===== config.mk =====
export PLATFORM = sky130hd
export DESIGN_NAME = seq_engine_param
export DESIGN_NICKNAME = d
export VERILOG_FILES = /design/src/rtl/seq_engine_param.sv
export SDC_FILE = /design/constraint.sdc
export NUM_CORES = 1
export LEC_CHECK = 0
export CAP_MARGIN = 10
export CORE_MARGIN = 5
export CORE_UTILIZATION = 45
export DETAILED_ROUTE_END_ITERATION = 16
export GPL_TIMING_DRIVEN = 0
export SLEW_MARGIN = 20
export SYNTH_ARGS = -nofsm -noshare
export SYNTH_HDL_FRONTEND = slang
export SYNTH_SLANG_ARGS = --single-unit

===== constraint.sdc =====
create_clock -name clk -period 13.25 [get_ports clk]
set_input_delay 2.65 -clock clk [delete_from_list [all_inputs] [get_ports clk]]
set_output_delay 2.65 -clock clk [all_outputs]
set_load 0.03 [all_outputs]

===== src/rtl/seq_engine_param.sv =====
// Parametrised integer-sequence generator: eight selectable sequences streamed
// over a valid/ready output with term index, optional run length and sticky wrap flag.
module seq_engine_param #(
  parameter int WIDTH = 8
) (
  input  logic             clk,
  input  logic             reset,
  input  logic             start,
  input  logic [2:0]       mode,
  input  logic [WIDTH-1:0] len,
  output logic             out_valid,
  input  logic             out_ready,
  output logic [WIDTH-1:0] out_data,
  output logic [WIDTH-1:0] out_idx,
  output logic             wrap,
  output logic             done,
  output logic [1:0]       state_dbg
);

  // Handshake: a term is transferred on any rising edge where out_valid and
  // out_ready are both high; while out_ready is low the presented term,
  // index and wrap flag are held unchanged.

  typedef enum logic [1:0] {
    S_IDLE = 2'd0,
    S_RUN  = 2'd1,
    S_DONE = 2'd2
  } state_t;

  localparam int XW = 2 * WIDTH + 2;

  state_t           state_q, state_d;
  logic [2:0]       mode_q;
  logic [WIDTH-1:0] len_q;
  logic [WIDTH-1:0] a_q, b_q, c_q, n_q;
  logic             wrap_q;

  logic             accept;
  logic             last_term;
  logic [XW-1:0]    exact;
  logic [XW-1:0]    ax, bx, cx, nx;
  logic [WIDTH-1:0] am1;
  logic [2*WIDTH-1:0] prod;
  logic [WIDTH-1:0] init_a, init_b, init_c;

  assign accept    = (state_q == S_RUN) && out_ready;
  assign last_term = (len_q != '0) && (n_q == len_q - 1'b1);

  // State register
  always_ff @(posedge clk) begin
    if (reset) state_q <= S_IDLE;
    else       state_q <= state_d;
  end

  // Next-state logic; start beats any handshake in the same cycle
  always_comb begin
    state_d = state_q;
    if (start) begin
      state_d = S_RUN;
    end else begin
      case (state_q)
        S_RUN:   if (accept && last_term) state_d = S_DONE;
        default: state_d = state_q;
      endcase
    end
  end

  // Output logic
  always_comb begin
    out_valid = (state_q == S_RUN);
    done      = (state_q == S_DONE);
    state_dbg = state_q;
  end

  assign out_data = a_q;
  assign out_idx  = n_q;
  assign wrap     = wrap_q;

  // Seed values: a = term 0, b and c = the virtual terms before it
  always_comb begin
    init_a = '0;
    init_b = '0;
    init_c = '0;
    case (mode)
      3'd1: init_a = WIDTH'(1);
      3'd3: init_a = WIDTH'(1);
      3'd4: init_b = WIDTH'(1);
      3'd5: init_a = WIDTH'(2);
      3'd6: begin
        init_a = WIDTH'(1);
        init_c = WIDTH'(1);
      end
      3'd7: init_a = WIDTH'(2);
      default: init_a = '0;
    endcase
  end

  // Exact next term from the wrapped history, wide enough to never overflow
  always_comb begin
    ax    = XW'(a_q);
    bx    = XW'(b_q);
    cx    = XW'(c_q);
    nx    = XW'(n_q);
    am1   = a_q - 1'b1;
    prod  = (2 * WIDTH)'(a_q) * (2 * WIDTH)'(am1);
    exact = '0;
    case (mode_q)
      3'd0: exact = ax + (nx << 1) + XW'(1);
      3'd1: exact = ax + (ax << 1);
      3'd2: exact = ax + nx + XW'(1);
      3'd3: exact = ax + bx;
      3'd4: exact = (ax << 1) + bx;
      3'd5: exact = (n_q == '0) ? XW'(1) : (ax + bx);
      3'd6: exact = bx + cx;
      3'd7: exact = XW'(prod) + XW'(1);
      default: exact = '0;
    endcase
  end

  // Datapath; on the final accepted term the last value is kept for DONE
  always_ff @(posedge clk) begin
    if (reset) begin
      mode_q <= '0;
      len_q  <= '0;
      a_q    <= '0;
      b_q    <= '0;
      c_q    <= '0;
      n_q    <= '0;
      wrap_q <= 1'b0;
    end else if (start) begin
      mode_q <= mode;
      len_q  <= len;
      a_q    <= init_a;
      b_q    <= init_b;
      c_q    <= init_c;
      n_q    <= '0;
      wrap_q <= 1'b0;
    end else if (accept && !last_term) begin
      a_q <= exact[WIDTH-1:0];
      b_q <= a_q;
      c_q <= b_q;
      n_q <= n_q + 1'b1;
      if (|exact[XW-1:WIDTH]) wrap_q <= 1'b1;
    end
  end

endmodule

=== Yosys cells after proc, flatten, opt, wreduce, memory -nomap -nowiden ===
Cells that the tools add are included.
Widths: inputs -> output; s select.

* Flip-flop bits (word level): 46
* Input bits: 15
* Output and inout port bits: 21
* Logic and storage cells: 70

* Add/sub/neg operators: 12
* Multiply operators: 1
* Equal/unequal tests: 16
* Mux-type cells: 14
* Reductions and logical operators: 18

{| class="wikitable"
|+ Operators with widths
! kind !! number
|-
| $pmux 18 s8 || 1
|-
| $mux 8 || 6
|-
| $add 8x8->9 || 3
|-
| $eq 3x3->1 const B || 8
|-
| $add 8x9->10 || 2
|-
| $add 16x1->17 const B || 1
|-
| $mul 8x8->16 || 1
|-
| $sub 8x1->8 const B || 2
|-
| $add 10x1->11 const B || 1
|-
| $add 9x1->10 const B || 1
|-
| $add 9x8->10 || 1
|-
| $reduce_or 10->1 || 1
|-
| $eq 3x2->1 const B || 3
|-
| $mux 9 || 1
|-
| $add 8x1->8 const B || 1
|-
| $eq 8x8->1 || 1
|-
| $logic_not 8->1 || 1
|-
| $reduce_bool 8->1 || 1
|-
| $eq 3x1->1 const B || 2
|-
| $reduce_and 2->1 || 3
|-
| $reduce_bool 2->1 || 3
|-
| $mux 1 || 5
|-
| $logic_and 1x1->1 || 4
|-
| $pmux 2 s2 || 1
|-
| other kinds (6) || 7
|}

=== Longest topological paths before layout ===
* Word-level depth: 7
* Depth in mapped cells: 25
* Depth with buffers taken out: 24

=== Worst setup path before layout ===
No wires, ideal clock.

* Kind: flip-flop to flip-flop
* Start point: reg a_q[0], in the netlist out_data[0]
* End point: reg wrap_q, in the netlist wrap
* Library setup time: 132 ps
* Arrival time: 5878 ps
* Required time: 13118 ps
* Path slack: 7240 ps
* Cell stages (with the launch flop): 25
* Path buffers: 1
* Period minus slack after synthesis: 6010 ps
* Cells stage by stage: dfxtp_1 > clkbuf_1 > clkinv_1 > ha_1 > inv_1 > or3_1 > or3_1 > ha_1 > nand2b_1 > fa_1 > fa_1 > inv_1 > fa_1 > inv_1 > fa_1 > inv_1 > ha_1 > o21ai_0 > o21a_1 > o31ai_1 > o21ai_0 > xor2_1 > nand3_1 > o311ai_1 > a21oi_1

* Word-level cells in the longest chain between the ends: 6
* Elaborated cells between the ends (all ways): 14
* Classes of those cells: add/sub: 9; mul: 1; mux: 2; reduce/logical: 2

{| class="wikitable"
|+ RTL lines
! element !! RTL line !! text
|-
| from (decl) || 35 || <nowiki>logic [WIDTH-1:0] a_q, b_q, c_q, n_q;</nowiki>
|-
| from (signal assigned) || 133 || <nowiki>a_q <= init_a;</nowiki>
|-
| from (signal assigned) || 139 || <nowiki>a_q <= exact[WIDTH-1:0];</nowiki>
|-
| $sub 8x1->8 || 104 || <nowiki>am1 = a_q - 1'b1;</nowiki>
|-
| $mul 8x8->16 || 105 || <nowiki>prod = (2 * WIDTH)'(a_q) * (2 * WIDTH)'(am1);</nowiki>
|-
| $add 16x1->17 || 115 || <nowiki>3'd7: exact = XW'(prod) + XW'(1);</nowiki>
|-
| $pmux 18 s8 * || 107 || <nowiki>case (mode_q)</nowiki>
|-
| $reduce_or 10->1 * || 143 || <nowiki>if (|exact[XW-1:WIDTH]) wrap_q <= 1'b1;</nowiki>
|-
| $reduce_and 2->1 (no source line) * || - ||
|-
| to (signal assigned) || 129 || <nowiki>wrap_q <= 1'b0;</nowiki>
|-
| to (signal assigned) || 137 || <nowiki>wrap_q <= 1'b0;</nowiki>
|-
| to (signal assigned) || 143 ||
|-
| to (decl) || 36 || <nowiki>logic wrap_q;</nowiki>
|}

Every way passes the cells marked *; elsewhere a longest branch is shown, timed or not. The select of a mux whose other input is x is not followed.
A chain may end at the register's enable or synchronous reset.

=== Final worst setup path ===
Ends and elaborated chain as after synthesis.

==> reports/metrics.cfg <==
[power]
clockPowerShare=0.326
power_frac_seq=0.379
leakage_nw=3.300
pwr_density_cell_nw_per_um2=54.91
combPwrFrac=0.294
power.switching_mw=0.1312
total_power_mw=0.3904
ir_worst_vdd_mv=0.05240
power.internal_mw=0.2591
swShare=0.3362

[clocking]
root_buffer=clkbuf_16
ctsHoldBuffers=0
clk_latency_ns=0.29
clock_path_buffers=2
clk_pin_slew_ns=0.07
cts_resized=0
cts_tree=yes
cts-htree-levels=2
cts_made_buffers=5
clkSinkCount=46
postCtsSetupRepairBufs=0

[detailed_routing]
num_vias=5671
avgViaCountPerCell=5.728
m1WireLength_mm=7.674
wl_met2_mm=8.505
top_layer=met4
drtIter0Drc=371
drt-total-wl_mm=17.69
route.met3.wl_um=923
wl_per_cell_um=17.87
dr.pass1.iters=5
drtAntennaViolNets=0
drc=0

[worst_setup_path]
required_ns=13.40
arrival_ns=7.41
worstPathMaxFanout=12
start_kind=flip-flop
critPathCaptureType=flip-flop
path_class=reg2reg

[min_path]
hold_class=reg2reg

[timing]
final_hold_viol_count=0
worst_pin_slew_ns=0.9582
period_share=0.5483
rsz0062_at_grt=false
final-setup-viol-count=0
max_freq_ghz=0.1377
skew_ns=0.008708
fin_crit_ns=7.265
setup_tns_ns=0
drv_slew=0
fin_ws_ns=5.985
max_slew_margin=0.3563

[yosys]
yosysWarnings=0
synth_top_family_by_area=adder cells
synth_fp_nets=914
syn_avg_cell_area_um2=8.330
ys_ff_latch=46
async_flop_share=0
synth_compound_area_frac=0.1768
synthSimpleGateAreaFrac=0.1887
synth_adder_area_share=0.3075
yosysUniqueCellTypes=73
synth_edf_count=0
synth_xor_area_frac=0.06161
synthCells=768
synth_top_flop_cell=dfxtp_1
synth_mux_area_frac=0.05613
synth-seq-area-share=0.1439
synth.cell_area_um2=6397

[floorplan]
dieArea_um2=16700
io_pins=36
design.core.area_um2=13930
initial_core_util=0.4591
die_y_um=129.2
dieWidth_um=129.2
placementRows=43

[layout]
drive_gt1_frac=0.04444
synthToLayoutAreaGrowth_pct=11.13
layout_common_cells=90 x ha_1, 80 x nor2_1, 73 x inv_1
antenna_cells=0
final_common_cell=ha_1
fin_util=0.5102
nets=955
fill_cells=1354

[grt]
grt_use_total=0.2188
antenna_found_initial=1
grt_pass1_wl_mm=29.24
grt_start_max_net_pins=18
grt_overflow=0
grt_pass1_vias=5886

[run]
cap_violations=0

[placed_design]
post-place-ws_ns=6.053
hpwlAfterDp_mm=14.02
place_congestion=0.9589
io_buffers=34

[status]
status=completed

## logic make-up (layout without fill, tap and decap cells)
kind of cell | Yosys count | in the layout
multiplexers | 35 | 35
adder cells (fa/ha/maj) | 133 | 133
AND/OR/NAND/NOR | 236 | 236
flip-flops | 46 | 46
AO/OA/AOI/OAI | 169 | 169
XOR/XNOR | 45 | 45
buffers and inverters | 104 | 146
## through the flow
stage                     hold WS, ns  std cells  area [µm²]
after floorplan                0.4646        768        6397
after global placement         0.4762        982        6963
after detailed placement       0.4873        982        6963
after CTS                      0.5031        990        7109
after global routing           0.5323        990        7109
final                          0.4964        990        7109
## state kept, by name, indices dropped and copies added, names as in the netlist
register,count
b_q,8
c_q,8
len_q,8
out_data,8
out_idx,8
mode_q,3
state_dbg,2
wrap,1
## cell usage after synthesis (all sizes together), types with 4 or more instances
| library cell | count | area share |
|---|---|---|
| mux2i | 28 | 0.044 |
| a21o | 11 | 0.013 |
| fa | 41 | 0.13 |
| o21ai | 44 | 0.034 |
| or3 | 9 | 0.0088 |
| a31oi | 6 | 0.0082 |
| buf | 6 | 0.0078 |
| o211ai | 6 | 0.0070 |
| o21a | 10 | 0.012 |
| and3 | 5 | 0.0051 |
| o21bai | 4 | 0.0047 |
| nor2 | 80 | 0.047 |
| mux2 | 7 | 0.012 |
| nor3 | 13 | 0.012 |
| clkbuf | 24 | 0.014 |
| nand4 | 5 | 0.0049 |
| nand2 | 33 | 0.020 |
| ha | 90 | 0.18 |
| xnor2 | 23 | 0.031 |
| and2 | 5 | 0.0051 |
| dfxtp | 46 | 0.14 |
| o31ai | 4 | 0.0047 |
| nand2b | 28 | 0.027 |
| nor2b | 29 | 0.028 |
| a21oi | 38 | 0.030 |
| inv | 73 | 0.043 |
| nand3 | 13 | 0.010 |
| a221oi | 4 | 0.0055 |
| a211oi | 10 | 0.012 |
| xor2 | 22 | 0.030 |
| or2 | 4 | 0.0039 |
## worst max-delay path, cell delays in order (launching register included)
cell and delay [ns]:
dfxtp_1 0.49, clkbuf_1 0.60, clkinv_1 0.66, ha_1 0.41
inv_1 0.10, or3_1 0.14, or3_1 0.11, ha_1 0.31
nand2b_1 0.20, fa_1 0.52, fa_1 0.55, inv_1 0.05
fa_1 0.53, inv_1 0.07, fa_1 0.54, inv_1 0.04
ha_1 0.32, o21ai_0 0.17, o21a_1 0.25, o31ai_1 0.25
o21ai_0 0.15, xor2_1 0.16, nand3_1 0.10, o311ai_1 0.27
a21oi_1 0.11
## area by class of cell
type / count / area [µm²] / area share
Clock buffer: 5 / 125.1 / 0.01760
Buffer: 30 / 140.1 / 0.01971
Clock inverter: 3 / 21.27 / 0.002992
Sequential cell: 46 / 920.9 / 0.1295
Tap cell: 180 / 225.2 / 0.03168
Multi-Input combinational cell: 618 / 5059 / 0.7115
Timing Repair Buffer: 34 / 340.3 / 0.04787
Inverter: 74 / 277.8 / 0.03907
## path summary, 6_finish.rpt
| check | slack [ns] | endpoint | cells past startpoint | start |
|---|---|---|---|---|
| max reg2reg | 5.99 | wrap | 24 | out_data[0] |
| min reg2reg | 0.50 | state_dbg[1] | 2 | state_dbg[1] |
| max | 5.99 | wrap | 24 | out_data[0] |
| min | 0.50 | state_dbg[1] | 2 | state_dbg[1] |
## power by group through the flow
stage	logic [mW]	clock network, mW	registers (mW)
global placement	0.112	0	0.151
global route	0.128	0.136	0.149
floorplan	0.0791	0	0.151
detailed placement	0.114	0	0.151
finish	0.115	0.127	0.148
CTS	0.115	0.129	0.148
## routing by layer
| layer | global-route usage | vias to the layer above |
|---|---|---|
| met5 | 0 | - |
| met4 | 0.08647 | 0 |
| met3 | 0.02762 | 39 |
| met2 | 0.3805 | 180 |
| met1 | 0.2753 | 2694 |
| li1 | - | 2758 |
Power figures use the tool's default switching activity.
